==> config.mk <==
export PLATFORM = sky130hd
export DESIGN_NAME = exmem_master
export DESIGN_NICKNAME = d
export VERILOG_FILES = /design/src/rtl/exmem_master.sv
export SDC_FILE = /design/constraint.sdc
export NUM_CORES = 1
export LEC_CHECK = 0
export ABC_AREA = 0
export CORE_MARGIN = 3
export CORE_UTILIZATION = 28
export DETAILED_ROUTE_END_ITERATION = 7
export PLACE_DENSITY_LB_ADDON = 0.1
export SLEW_MARGIN = 20
export SYNTH_ARGS = -nofsm -noshare
export SYNTH_HDL_FRONTEND = slang
export SYNTH_SLANG_ARGS = --single-unit
==> constraint.sdc <==
create_clock -name clk -period 6.7 [get_ports clk]
set_clock_uncertainty 0.2 [all_clocks]
set_input_delay 1.34 -clock clk [delete_from_list [all_inputs] [get_ports clk]]
set_output_delay 1.34 -clock clk [all_outputs]
set_load 0.02 [all_outputs]
==> src/rtl/exmem_master.sv <==
// Command-driven initiator for the MiniMIPS external memory port: READ, WRITE, COPY, FILL.
// Read data is captured RD_LAT cycles after the address cycle; every output is registered.
module exmem_master #(
  parameter int unsigned AW     = 8,
  parameter int unsigned DW     = 8,
  parameter int unsigned RD_LAT = 1
) (
  input  logic          clk,
  input  logic          rst_n,
  input  logic          req,
  input  logic [1:0]    cmd,
  input  logic [AW-1:0] addr,
  input  logic [AW-1:0] addr2,
  input  logic [7:0]    len,
  input  logic [DW-1:0] wdata,
  output logic          busy,
  output logic          done,
  output logic [DW-1:0] rdata,
  output logic [AW-1:0] mem_addr,
  output logic [DW-1:0] mem_data,
  output logic          mem_wen,
  input  logic [DW-1:0] mem_q
);

  localparam int unsigned CW = 8;
  localparam logic [1:0] CMD_READ  = 2'b00;
  localparam logic [1:0] CMD_WRITE = 2'b01;
  localparam logic [1:0] CMD_COPY  = 2'b10;
  localparam logic [1:0] CMD_FILL  = 2'b11;

  typedef enum logic [2:0] {
    S_IDLE    = 3'd0,
    S_RD_ADDR = 3'd1,
    S_RD_WAIT = 3'd2,
    S_WR      = 3'd3,
    S_FILL    = 3'd4,
    S_DONE    = 3'd5
  } state_t;

  state_t        r_state, w_state_nxt;
  logic [1:0]    r_cmd, w_cmd_nxt;
  logic [AW-1:0] r_addr2, w_addr2_nxt;
  logic [CW-1:0] r_cnt, w_cnt_nxt;
  logic          r_busy, r_done, r_mem_wen;
  logic [DW-1:0] r_rdata, w_rdata_nxt;
  logic [AW-1:0] r_mem_addr, w_mem_addr_nxt;
  logic [DW-1:0] r_mem_data, w_mem_data_nxt;
  logic          w_mem_wen_nxt;

  // State register
  always_ff @(posedge clk or negedge rst_n) begin
    if (!rst_n) r_state <= S_IDLE;
    else        r_state <= w_state_nxt;
  end

  // Next-state logic; r_cnt counts remaining wait cycles (RD_WAIT) or remaining writes (FILL)
  always_comb begin
    w_state_nxt = r_state;
    case (r_state)
      S_IDLE: begin
        if (req) begin
          case (cmd)
            CMD_READ, CMD_COPY: w_state_nxt = S_RD_ADDR;
            CMD_WRITE:          w_state_nxt = S_WR;
            default:            w_state_nxt = (len == 8'd0) ? S_DONE : S_FILL;
          endcase
        end
      end
      S_RD_ADDR: w_state_nxt = S_RD_WAIT;
      S_RD_WAIT: if (r_cnt == '0) w_state_nxt = (r_cmd == CMD_COPY) ? S_WR : S_DONE;
      S_WR:      w_state_nxt = S_DONE;
      S_FILL:    if (r_cnt == CW'(1)) w_state_nxt = S_DONE;
      S_DONE:    w_state_nxt = S_IDLE;
      default:   w_state_nxt = S_IDLE;
    endcase
  end

  // Next values for the registered outputs and command context
  always_comb begin
    w_cmd_nxt      = r_cmd;
    w_addr2_nxt    = r_addr2;
    w_cnt_nxt      = r_cnt;
    w_rdata_nxt    = r_rdata;
    w_mem_addr_nxt = r_mem_addr;
    w_mem_data_nxt = r_mem_data;
    w_mem_wen_nxt  = 1'b0;
    case (r_state)
      S_IDLE: begin
        if (req) begin
          w_cmd_nxt      = cmd;
          w_addr2_nxt    = addr2;
          w_cnt_nxt      = len;
          w_mem_addr_nxt = addr;
          if (cmd == CMD_WRITE || (cmd == CMD_FILL && len != 8'd0)) begin
            w_mem_data_nxt = wdata;
            w_mem_wen_nxt  = 1'b1;
          end
        end
      end
      S_RD_ADDR: w_cnt_nxt = CW'(RD_LAT - 1);
      S_RD_WAIT: begin
        if (r_cnt == '0) begin
          w_rdata_nxt = mem_q;
          if (r_cmd == CMD_COPY) begin
            w_mem_addr_nxt = r_addr2;
            w_mem_data_nxt = mem_q;
            w_mem_wen_nxt  = 1'b1;
          end
        end else begin
          w_cnt_nxt = r_cnt - CW'(1);
        end
      end
      S_FILL: begin
        if (r_cnt != CW'(1)) begin
          w_mem_addr_nxt = r_mem_addr + AW'(1);
          w_mem_wen_nxt  = 1'b1;
          w_cnt_nxt      = r_cnt - CW'(1);
        end
      end
      default: ;
    endcase
  end

  // Output and context registers
  always_ff @(posedge clk or negedge rst_n) begin
    if (!rst_n) begin
      r_cmd      <= CMD_READ;
      r_addr2    <= '0;
      r_cnt      <= '0;
      r_busy     <= 1'b0;
      r_done     <= 1'b0;
      r_rdata    <= '0;
      r_mem_addr <= '0;
      r_mem_data <= '0;
      r_mem_wen  <= 1'b0;
    end else begin
      r_cmd      <= w_cmd_nxt;
      r_addr2    <= w_addr2_nxt;
      r_cnt      <= w_cnt_nxt;
      r_busy     <= (w_state_nxt != S_IDLE);
      r_done     <= (w_state_nxt == S_DONE);
      r_rdata    <= w_rdata_nxt;
      r_mem_addr <= w_mem_addr_nxt;
      r_mem_data <= w_mem_data_nxt;
      r_mem_wen  <= w_mem_wen_nxt;
    end
  end

  assign busy     = r_busy;
  assign done     = r_done;
  assign rdata    = r_rdata;
  assign mem_addr = r_mem_addr;
  assign mem_data = r_mem_data;
  assign mem_wen  = r_mem_wen;

endmodule
==> impl_metrics.ini <==
[floorplan]
start_util_pct = 29.4
rows = 35
die_w_um = 105
core_area_sq_um = 9420
die_area_sq_um = 11100
pin_count = 72
die_h_um = 105

[routing]
vias_per_cell = 4.93
ant_nets = 0
routed_wirelength_um = 7520
first_iter_violations = 119
wl_met2_um = 3460
drc = 0
top_layer_used = met4
wl_met3_um = 344
avgRoutedWirePerCell_um = 15.9
dr.pass1.iters = 4
dr_total_vias = 2327
m1WireLength_um = 3640

[sta]
fmax_mhz = 301
tightest_slew_ps = 912
setup_ws_ps = 3380
period_needed_ps = 3320
rsz0062_at_grt = no
hold_viol = 0
slew_viol_final = 0
slew_headroom_pct = 39.1
hold_slack_ps = 311
fin_setup_tns_ps = 0
setup_violations = 0
final.period_utilization_pct = 49.6

[synthesis]
synthAdderAreaFrac_pct = 1.81
synthSimpleGateAreaFrac_pct = 19.3
muxShareOfSynthArea_pct = 14.4
syn-num-nets = 324
synth_compound_gate_area_share_pct = 16.7
synthCells = 275
ys_ff_latch = 48
synth_top_family_by_area = simple AND/OR/NAND/NOR gates
netlist_area_sq_um = 2770
ys_types = 53
async_flop_share_pct = 100
synth_ff_type = dfrtp_1
synthXorXnorAreaFrac_pct = 0.950
seq_area_frac_synth_pct = 43.4
syn_area_per_cell_sq_um = 10.1
synth_edf_count = 0
yosysWarnings = 0

[global_route]
grt_max_degree = 49
first_global_vias = 2370
overflow = 0
grt_pass1_wl_um = 12800
grt_use_total_pct = 14.2
antenna_found_initial = 0

[cts]
cts_root_buf = clkbuf_8
cts_hold_buf = 0
clk_latency_ps = 300
cts_tree = done
ctsResizeCount = 0
cts_sinks = 48
clk_pin_slew_ps = 90
cts_setup_buffers = 0
clockBufferDepth = 2
htree_levels = 2
cts_buffers = 5

[critical_path]
end_kind = flip-flop
cp.required_ps = 6690
start_kind = primary input
cp_cell_sequence = clkdlybuf4s50_1 -> or4_4 -> nor2_1 -> nand2_1 -> a31oi_4 -> mux2_4
path_buf_inv = 1
critPathTopFamily = simple AND/OR/NAND/NOR gates
crit_arrival_ps = 3310
critical-path-slowest-cell = or4_4
cp_slowest_stage_delay_ps = 560
critPathMaxFanout = 9
critPathKind = primary input to flip-flop

[placed_design]
dp_slack_ps = 3040
placed_area_sq_um = 3580
hpwl_um = 5510
port_buffers = 71
place.gp.congestion = 0.798

[status]
status = finished, final reports clean

[final_layout]
syn_to_final_growth_pct = 33.3
antennaDiodeCount = 0
layout.nets = 391
drive_gt1_share_pct = 14.6
fin_area_sq_um = 3690

[pwr]
leakage_nw = 1.52
cellPowerDensity_nw_per_um2 = 474
ir_worst_vdd_uv = 135

[hold_path]
worstHoldPathType = flip-flop to flip-flop

[flow_run]
cap_violations = 0
[synthesized netlist by cell type (all sizes together) (5+ instances only)]
cell / n / area, sq um
a21oi: 15 / 75.1
a22oi: 5 / 37.5
buf: 10 / 53.8
dfrtp: 48 / 1200
inv: 8 / 30.0
mux2: 30 / 368
nand2: 38 / 143
nand2b: 6 / 37.5
nand3: 9 / 57.6
nor2: 18 / 75.1
o211ai: 7 / 52.6
o21ai: 15 / 75.1
o22ai: 9 / 56.3
[power by group]
part | leakage [nW] | internal [mW] | switching, mW | total (mW)
clock network | 0.0552 | 0.111 | 0.0991 | 0.210
registers | 0.575 | 0.434 | 0.161 | 0.595
logic | 0.889 | 0.462 | 0.481 | 0.943
[flip-flops by register name (all words and copies together), names as in the netlist]
name / count
rdata: 8
r_state: 3
r_cnt: 8
r_addr2: 8
r_cmd: 2
busy: 1
mem_wen: 1
mem_data: 8
done: 1
mem_addr: 8
[routing by layer]
layer	GRT usage, %	vias to the layer above
li1	-	1133
met1	20.3	1129
met2	22.1	59
met3	2.94	6
met4	3.09	0
met5	0	-
[area by class of cell]
cell class                 count  area [sq um]
clock inverter                 2          35.0
tap                          129           161
sequential                    48          1200
inverter                       9          33.8
clock buffer                   6          72.6
fill                         969          5730
multi-input combinational    206          1470
timing repair buffer          72           713
[kinds of logic after synthesis]
family,Yosys count
and+or+nand+nor,97
AOI/OAI and AO/OA,69
DFF,48
muxes,33
buffers and inverters,21
adders and majority gates,4
xor gates and xnor gates,3
[metrics by stage]
step | std cells | power (mW) | utilization, %
floorplan | 275 | 1.21 | -
global placement | 464 | 1.55 | 38.0
detailed placement | 464 | 1.56 | 38.0
CTS | 472 | 1.77 | 39.2
global route | 472 | 1.89 | 39.2
finish | 472 | 1.75 | 39.2
[worst paths after layout]
| check | slack, ps | cells past startpoint | startpoint | end |
|---|---|---|---|---|
| worst min register to register | 310 | 1 | rdata[1] | rdata[1] |
| max in group asynchronous | 4930 | 2 | rst_n | mem_addr[5] |
| worst min-delay path | 310 | 1 | rdata[1] | rdata[1] |
| min in group asynchronous | 920 | 2 | rst_n | rdata[3] |
| worst max-delay path | 3380 | 6 | len[6] | mem_data[1] |
| worst max register to register | 3860 | 5 | r_state[1] | mem_addr[7] |
[cells in the final DEF, fill, tap and decap left out, types with 3 or more instances in the layout]
master and count:
a21oi_1 15, a221oi_1 3, a22oi_1 5, clkbuf_8 5
clkdlybuf4s50_1 70, dfrtp_1 48, ha_1 4, inv_1 8
mux2_2 22, mux2_4 8, mux2i_1 3, nand2_1 38
nand2b_1 6, nand3_1 8, nor2_1 17, nor2b_1 4
o211ai_1 7, o21ai_0 14, o22ai_1 9, xor2_1 3
(Power assumes the default switching activity.)
